--- config.mk ---
export PLATFORM = sky130hd
export DESIGN_NAME = dmem_access_stage
export DESIGN_NICKNAME = d
export VERILOG_FILES = /design/src/rtl/dmem_access_stage_pkg.sv /design/src/rtl/dmem_access_stage_wait_ctr.sv /design/src/rtl/dmem_access_stage.sv
export SDC_FILE = /design/constraint.sdc
export NUM_CORES = 1
export LEC_CHECK = 0
export ABC_AREA = 1
export BUFFER_PORTS_ARGS = -buffer_cell sky130_fd_sc_hd__buf_2
export CORE_MARGIN = 2
export CORE_UTILIZATION = 24
export CTS_BUF_LIST = sky130_fd_sc_hd__clkbuf_2
export DETAILED_ROUTE_END_ITERATION = 7
export PLACE_DENSITY = 0.5
export SYNTH_ARGS = -nofsm -noshare
export SYNTH_HDL_FRONTEND = slang
export SYNTH_HIERARCHICAL = 1
export SYNTH_SLANG_ARGS = --single-unit
--- constraint.sdc ---
create_clock -name clk_i -period 2.21 [get_ports clk_i]
set_clock_uncertainty 0.15 [all_clocks]
set_input_delay 0.1105 -clock clk_i [delete_from_list [all_inputs] [get_ports clk_i]]
set_output_delay 0.1105 -clock clk_i [all_outputs]
set_load 0.005 [all_outputs]
--- src/rtl/dmem_access_stage_pkg.sv ---
// dmem_access_stage_pkg: shared pipeline definitions for the data-memory access stage.
package dmem_access_stage_pkg;
  typedef enum logic [1:0] {IDLE = 2'd0, BUSY = 2'd1, DONE = 2'd2} memState_e;
  localparam int TIMEOUT_DEFAULT = 64;
endpackage

--- src/rtl/dmem_access_stage_wait_ctr.sv ---
// dmem_wait_ctr: counts BUSY cycles and flags the last cycle allowed before an abort.
module dmem_wait_ctr #(
  parameter int LIMIT = 64
) (
  input  logic clk_i,
  input  logic rst_i,
  input  logic en_i,
  input  logic clr_i,
  output logic hit_o
);
  localparam int W = LIMIT > 1 ? $clog2(LIMIT) : 1;
  logic [W-1:0] cnt;
  always_ff @(posedge clk_i) begin
    if (!rst_i || clr_i) cnt <= '0;
    else if (en_i) cnt <= cnt + W'(1);
  end
  assign hit_o = en_i && (cnt == W'(LIMIT - 1));
endmodule

--- src/rtl/dmem_access_stage.sv ---
// dmem_access_stage: MEM stage that issues one data-memory request per load/store,
// stalling the front of the pipeline until ack or timeout.
module dmem_access_stage
  import dmem_access_stage_pkg::*;
#(
  parameter int TIMEOUT_CYCLES = TIMEOUT_DEFAULT
) (
  input  logic        clk_i,
  input  logic        rst_i,
  input  logic        memRead_i,
  input  logic        memWrite_i,
  input  logic        writeBack_i,
  input  logic        memtoReg_i,
  input  logic [31:0] ALUresult_i,
  input  logic [31:0] writeData_i,
  input  logic [4:0]  regDstAddr_i,
  output logic        mem_req_o,
  output logic        mem_we_o,
  output logic [31:0] mem_addr_o,
  output logic [31:0] mem_wdata_o,
  input  logic        mem_ack_i,
  input  logic [31:0] mem_rdata_i,
  output logic        writeBack_o,
  output logic        memtoReg_o,
  output logic [31:0] memReadData_o,
  output logic [31:0] ALUresult_o,
  output logic [4:0]  regDstAddr_o,
  output logic        stall_o,
  output logic        misalign_o,
  output logic        timeout_o
);
  memState_e   state, nextState;
  logic        memReq, hit, start, misal, abort, idle, busy;
  logic        heldRead, heldWe, heldWb, heldMemtoReg;
  logic [31:0] heldAlu, heldWdata, readData;
  logic [4:0]  heldRd;

  dmem_wait_ctr #(.LIMIT(TIMEOUT_CYCLES)) u_waitCtr (
    .clk_i(clk_i),
    .rst_i(rst_i),
    .en_i (busy),
    .clr_i(!busy || mem_ack_i),
    .hit_o(hit)
  );

  always_ff @(posedge clk_i) begin
    if (!rst_i) begin
      state        <= IDLE;
      memReq       <= 1'b0;
      misalign_o   <= 1'b0;
      timeout_o    <= 1'b0;
      readData     <= '0;
      heldRead     <= 1'b0;
      heldWe       <= 1'b0;
      heldWb       <= 1'b0;
      heldMemtoReg <= 1'b0;
      heldAlu      <= '0;
      heldWdata    <= '0;
      heldRd       <= '0;
    end else begin
      state      <= nextState;
      memReq     <= nextState == BUSY;
      misalign_o <= misal;
      timeout_o  <= abort;
      if (busy && (mem_ack_i || hit)) readData <= (mem_ack_i && heldRead) ? mem_rdata_i : '0;
      if (start) begin
        heldRead     <= memRead_i;
        heldWe       <= memWrite_i;
        heldWb       <= writeBack_i;
        heldMemtoReg <= memtoReg_i;
        heldAlu      <= ALUresult_i;
        heldWdata    <= writeData_i;
        heldRd       <= regDstAddr_i;
      end
    end
  end

  // Ack wins over a timeout landing in the same cycle; ack outside BUSY is ignored.
  always_comb begin
    idle          = state == IDLE;
    busy          = state == BUSY;
    start         = idle && (memRead_i || memWrite_i) && ALUresult_i[1:0] == 2'b00;
    misal         = idle && (memRead_i || memWrite_i) && ALUresult_i[1:0] != 2'b00;
    abort         = busy && hit && !mem_ack_i;
    nextState     = idle ? (start ? BUSY : IDLE) : busy ? ((mem_ack_i || hit) ? DONE : BUSY) : IDLE;
    stall_o       = rst_i && (start || busy);
    writeBack_o   = rst_i && !stall_o && (idle ? writeBack_i && !misal : heldWb && !timeout_o);
    memtoReg_o    = idle ? memtoReg_i : heldMemtoReg;
    ALUresult_o   = idle ? ALUresult_i : heldAlu;
    regDstAddr_o  = idle ? regDstAddr_i : heldRd;
    memReadData_o = idle ? 32'd0 : readData;
    mem_req_o     = memReq;
    mem_we_o      = memReq && heldWe;
    mem_addr_o    = {heldAlu[31:2], 2'b00};
    mem_wdata_o   = heldWdata;
  end
endmodule

==> results of run 1 <==
[registers in the layout (all words and copies together) (netlist names)]
| signal | count |
|---|---|
| timeout_o | 1 |
| u_waitCtr/cnt | 6 |
| heldRd | 5 |
| state | 2 |
| readData | 32 |
| heldWe | 1 |
| mem_req_o | 1 |
| heldWb | 1 |
| heldRead | 1 |
| mem_wdata_o | 32 |
| heldAlu | 32 |
| misalign_o | 1 |
| heldMemtoReg | 1 |
[worst max-delay path, cell delays in order (launching register included)]
cell and delay [ps]:
dfxtp_2 370, nor2_4 170, buf_6 190, nand3_4 100, buf_6 250, nor2_1 160
nor2_1 50, dlygate4sd3_1 550
[kinds of logic (layout without fill, tap and decap cells)]
kind of cell | count (synthesis) | after routing | synth area share, %
AOI/OAI and AO/OA | 80 | 80 | 7.276
other | 1 | 2 | 0.06793
DFF | 116 | 116 | 42.07
and+or+nand+nor | 463 | 463 | 32.80
adders and majority gates | 1 | 1 | 0.2266
buffers and inverters | 203 | 683 | 17.57
[layout by cell type (no fill, tap or decap), drive strengths merged]
cell type	n
nor2	189
a31oi	1
inv	122
nand3	37
clkinvlp	5
clkinv	6
buf	265
clkbuf	22
bufinv	3
dlygate4sd3	260
conb	2
o21ai	72
dfxtp	116
ha	1
nor3	2
a21oi	7
nand2	234
nand3b	1
[layer usage]
layer	global-route usage (%)	up-vias
li1	-	3475
met1	17.58	3045
met2	28.61	228
met3	4.972	37
met4	6.640	0
met5	0	-
[through the flow]
stage | util [%] | setup slack [ps] | area [um^2]
final | 44.00 | 105.3 | 9962
after global routing | 44.00 | -65.97 | 9962
after CTS | 43.14 | -13.60 | 9767
after detailed placement | 29.56 | 322.9 | 6693
after global placement | 29.56 | 395.2 | 6693
after floorplan | - | 465.8 | 5524
[worst max-delay path by stage]
stage | from | depth (start not counted) | end | slack (ps)
after floorplan | state[1] | 10 | readData[10] | 470
final | state[0] | 7 | heldAlu[20] | 110
after detailed placement | state[0] | 9 | readData[23] | 320
after CTS | state[1] | 7 | ALUresult_o[8] | -10
after global routing | state[0] | 5 | stall_o | -70
after global placement | state[1] | 11 | readData[28] | 400
[final cells by class]
cell class | instances | area [um^2]
clock inverters | 14 | 162.7
fillers | 2236 | 12680
inverters | 122 | 457.9
well taps | 285 | 356.6
repair buffers | 529 | 4223
clock buffers | 18 | 90.09
multi-input cells | 546 | 2347
flip-flops and latches | 116 | 2325
[power breakdown]
part           internal, mW  leakage (nW)  total, mW  switching [mW]
Combinational         0.647          3.86       1.18           0.532
Clock                 0.623         0.137       1.51           0.892
Sequential             2.19         0.948       2.23          0.0425
Total                  3.46          4.94       4.93            1.47
[what timing repair did]
action,CTS,global route
setup buffers,6,0
hold buffers,260,0
pin swaps,2,2
setup endpoints to repair,71,68
endpoints found under the hold margin,116,0
resized for setup,25,57
gates cloned,5,5
==> results_dict.tcl, run 1 <==
set metrics [dict create \
    status "complete, no violations" \
    synthTopCellsByArea "dfxtp_1 (42%), nand2_1 (16%), nor2_1 (13%)" \
    grt_max_degree 83 \
    cts_buffers 17 \
    rrSetupSlack_ps 110 \
    ys_ff_latch 116 \
    critPathRequiredTime_ps 2650 \
    worstMarginPinSlew_ps 831.3 \
    powerDensity_mw_per_mm2 494.5 \
    dieArea_mm2 0.02423 \
    hp-class "input pin to flip-flop" \
    place_congestion 0.7574 \
    top_layer "met4" \
    period_minus_slack_ps 2105 \
    fin_hold_ws_ps 121.3 \
    drt-initial-drc-count 365 \
    yosysMostFrequentCell "nand2_1" \
    syn_area_mm2 0.005520 \
    r2r_end "heldAlu[20]" \
    dieHeight_um 155.7 \
    rows 55 \
    fin_cells 1630 \
    worst_setup_path_end_kind "flip-flop" \
    wl_met2_um 10210 \
    start_util_pct 24.38 \
    synth_common_cells "nand2_1 (233), nor2_1 (186), inv_1 (122)" \
    cp_max_fo 62 \
    met3WireLength_um 1293 \
    first_global_vias 6474 \
    slew_viol_final 0 \
    netlist.area_leader.share_pct 42.07 \
    cap_violations 0 \
    final_nets 1441 \
    numPortBuffers 245 \
    cts.sinks 116 \
    p_leak_nw 4.942 \
    hp-start "regDstAddr_i[3]" \
    antenna_found_initial 0 \
    wl_met1_um 8558 \
    rsz0062_at_grt "true" \
    criticalPathCategory "flip-flop to flip-flop" \
    holdPathEnd "heldRd[3]" \
    syn_inst 864 \
    grt_overflow_total 0 \
    timing.rr.start "state[0]" \
    ir_drop_mv 0.2454 \
    ys_seq_area_share_pct 42.07 \
    die_w_um 155.7 \
    synth_edf_count 0 \
    drt-vias-per-instance 4.163 \
    async_reset_ff_share_pct 0 \
    clk_path_buf_depth 2 \
    ant_nets 0 \
    ys.flop_type "dfxtp_1" \
    cts.clk_slew.worst_paths_ps 180 \
    reg2regPathDepth 7 \
    synth_top_area_cell "dfxtp_1" \
    slew_headroom_pct 44.58 \
    drc 0 \
    fp.coreArea_mm2 0.02264 \
    ctsHtreeMaxLevel 4 \
    ys_warn_count 6 \
    finalPower_mw 4.927 \
    drive_above_1_share_pct 25.06 \
    hold_viol_final 0 \
    crit_arrival_ps 2540 \
    hold_depth 4 \
    wl_um 20590 \
    vias 6785 \
    area_delta_synth_final_pct 80.46 \
    detail_route.wl_per_cell_um 12.63 \
    insertedDiodeCount 0 \
    ys_types 23 \
    syn_avg_cell_area_um2 6.389 \
    ios 248 \
    cts_tree "built" \
    root_buffer "clkbuf_2" \
    finalSetupViolations 0 \
    fmax_mhz 475.1 \
    dp_hpwl_um 10500 \
    grtUsageTotal_pct 16.01 \
    start_kind "flip-flop" \
    placedCellCount 1323 \
    worstSkewPairLatency_ps 680 \
    fin_setup_tns_ps 0 \
    drt_pass1_iterations 5 \
    finalCritPeriodShare_pct 95.24 \
    grt_pass1_wl_um 30970 \
]
Power figures use the tool's default switching activity.
==> inputs of run 2 (changes only) <==
--- a/config.mk
+++ b/config.mk
@@ -12,6 +12,7 @@
 export CTS_BUF_LIST = sky130_fd_sc_hd__clkbuf_2
 export DETAILED_ROUTE_END_ITERATION = 7
 export PLACE_DENSITY = 0.5
+export REMOVE_ABC_BUFFERS = 1
 export SYNTH_ARGS = -nofsm -noshare
 export SYNTH_HDL_FRONTEND = slang
 export SYNTH_HIERARCHICAL = 1
==> run 2 against run 1 <==
Against the previous run:
- the run now fails in clock tree synthesis
- synthesized cell count unchanged
- area after synthesis unchanged
==> results_dict.tcl, run 2 <==
set metrics [dict create \
    postCtsResizedCells 12 \
    post_cts_buffers 3 \
    syn_inst 864 \
    muxShareOfSynthArea_pct 0 \
    synthSimpleGateAreaFrac_pct 32.80 \
    yosysMostFrequentCell "nand2_1" \
    cts.sinks 116 \
    syn_avg_cell_area_um2 6.389 \
    place_congestion 0.7481 \
    synth_top_area_cell "dfxtp_1" \
    lastStage "clock tree synthesis" \
    syn_area_mm2 0.005520 \
    synth_top_family_by_area "simple AND/OR/NAND/NOR gates" \
    ys.flop_type "dfxtp_1" \
    synth-compound-area-share_pct 7.276 \
    holdBufCountCts 274 \
    dieHeight_um 155.7 \
    rows 55 \
    cts_buffers 17 \
    start_util_pct 24.38 \
    ys_warn_count 6 \
    synthAdderAreaFrac_pct 0.2267 \
    die_w_um 155.7 \
    ios 248 \
    synth_edf_count 0 \
    place_ws_ps 347.4 \
    synth_xor_area_share_pct 0 \
    netlist.area_leader.share_pct 42.07 \
    ys_ff_latch 116 \
    clk_path_buf_depth 2 \
    root_buffer "clkbuf_2" \
    async_reset_ff_share_pct 0 \
    dp_hpwl_um 10520 \
    numPortBuffers 245 \
    synth_common_cells "nand2_1 (233), nor2_1 (186), inv_1 (122)" \
    stop_error "[ERROR RSZ-0060] Max buffer count reached." \
    synthTopCellsByArea "dfxtp_1 (42%), nand2_1 (16%), nor2_1 (13%)" \
    ctsHtreeMaxLevel 4 \
    status "aborted with a tool error" \
    ys_seq_area_share_pct 42.07 \
    ys_types 23 \
]
## run 2: metrics by stage
step	instances	cell area (um^2)	hold slack (ps)	TNS, ps
floorplan	784	5012	80.89	-471980
global placement	1324	6725	184.2	0
detailed placement	1324	6725	190.2	0
## run 2: cells by family after synthesis
kind of cell	after synthesis
and+or+nand+nor	463
buffers and inverters	203
DFF	116
AOI/OAI and AO/OA	80
adders and majority gates	1
other	1
==> inputs of run 3 (changes only) <==
--- a/config.mk
+++ b/config.mk
@@ -8,10 +8,9 @@
 export ABC_AREA = 1
 export BUFFER_PORTS_ARGS = -buffer_cell sky130_fd_sc_hd__buf_2
 export CORE_MARGIN = 2
-export CORE_UTILIZATION = 24
-export CTS_BUF_LIST = sky130_fd_sc_hd__clkbuf_2
+export CORE_UTILIZATION = 20
 export DETAILED_ROUTE_END_ITERATION = 7
-export PLACE_DENSITY = 0.5
+export PLACE_DENSITY_LB_ADDON = 0.15
 export REMOVE_ABC_BUFFERS = 1
 export SYNTH_ARGS = -nofsm -noshare
 export SYNTH_HDL_FRONTEND = slang
==> run 3 against run 2 <==
Against the previous run:
- the flow now finishes without violations
==> results_dict.tcl, run 3 (synthesized netlist as in run 1, its figures left out) <==
set metrics [dict create \
    grt_overflow_total 0 \
    post-route-util_pct 31.20 \
    place_congestion 0.7176 \
    grtUsageTotal_pct 11.57 \
    ctsHtreeMaxLevel 4 \
    worstMarginPinSlew_ps 630.4 \
    crit_arrival_ps 1760 \
    criticalPathCategory "flip-flop to primary output" \
    slew_headroom_pct 57.97 \
    ios 248 \
    cts.clk_slew.worst_paths_ps 60 \
    fmax_mhz 495.4 \
    ir_drop_mv 0.3724 \
    first_global_vias 5349 \
    worstSkewPairLatency_ps 410 \
    die_w_um 170.1 \
    grt_pass1_wl_um 26720 \
    dieArea_mm2 0.02895 \
    grt_max_degree 140 \
    worst_setup_path_end_kind "primary output" \
    slew_viol_final 0 \
    fp.coreArea_mm2 0.02703 \
    drt-vias-per-instance 3.808 \
    numPortBuffers 245 \
    p_leak_nw 4.329 \
    drive_above_1_share_pct 24.38 \
    root_buffer "clkbuf_16" \
    final_cell_mix "buf_2 (244), nand2_1 (233), nor2_1 (185), inv_1 (122), dfxtp_1 (116)" \
    period_minus_slack_ps 2019 \
    ant_nets 0 \
    cts_tree "built" \
    drt-initial-drc-count 351 \
    dieHeight_um 170.1 \
    finalSetupViolations 0 \
    layout_commonest_cell "buf_2" \
    drc 0 \
    finalPower_mw 5.738 \
    drt_pass1_iterations 4 \
    dp_hpwl_um 11160 \
    area_delta_synth_final_pct 52.77 \
    vias 5785 \
    rsz0062_at_grt "false" \
    powerDensity_mw_per_mm2 680.4 \
    start_kind "flip-flop" \
    hold_viol_final 0 \
    critPathRequiredTime_ps 1950 \
    rows 60 \
    detail_route.wl_per_cell_um 11.29 \
    cts_buffers 17 \
    finalCritPeriodShare_pct 91.35 \
    start_util_pct 20.43 \
    cp_max_fo 109 \
    cap_violations 0 \
    antenna_found_initial 1 \
    cts.sinks 116 \
    status "complete, no violations" \
    final_nets 1274 \
    clk_path_buf_depth 2 \
    hp-class "input pin to flip-flop" \
    wl_um 17150 \
]
run 3: area by class of cell:
class                   instances  area (um^2)
inverters                     122        457.9
fillers                      2946        18590
diodes                          1        2.502
flip-flops and latches        116         2322
repair buffers                362         2417
clock buffers                  21        450.4
well taps                     341        426.7
clock inverters                10        108.9
multi-input cells             546         2247
run 3: what timing repair did:
item                                   4_1_cts  5_1_grt
endpoints found under the hold margin      109        0
setup buffers                                0        0
gates resized for setup                      0        0
hold buffers                               109        0
run 3: worst paths after layout:
path,startpoint,end,slack [ps],cells past startpoint
max reg2reg,state[0],readData[12],330,9
max,state[0],regDstAddr_o[0],190,5
min reg2reg,heldAlu[1],heldAlu[1],310,2
min,ALUresult_i[0],state[0],30,4
run 3: power breakdown:
part	switching (mW)	internal [mW]	total (mW)
clock	0.994	1.67	2.67
sequential	0.0418	2.19	2.23
combinational	0.429	0.410	0.839
total	1.47	4.27	5.74
run 3: critical path, stage by stage (launching register included):
cell and delay (ps):
dfxtp_1 340, nor2_4 180, buf_12 390, nand2_1 80, o21ai_0 140, buf_2 190
run 3: per-stage QoR:
step	hold slack (ps)	worst slack, ps	setup TNS [ps]	instance area (um^2)	cells
3_5_place_dp	189.4	332.0	0	6780	1378
5_1_grt	28.07	23.02	0	8433	1519
3_3_place_gp	184.5	381.9	0	6780	1378
2_1_floorplan	80.89	-4707	-471980	5012	784
4_1_cts	19.35	130.7	0	8431	1518
6_report	28.43	191.2	0	8433	1519
run 3: per-layer routing:
layer	track usage, %	share of wire, %	vias to the layer above	wire (um)
li1	-	-	3138	-
met1	14.90	49	2451	8378
met2	18.38	44	186	7501
met3	3.535	6.1	10	1041
met4	3.865	1.4	0	232
met5	0	0	-	0
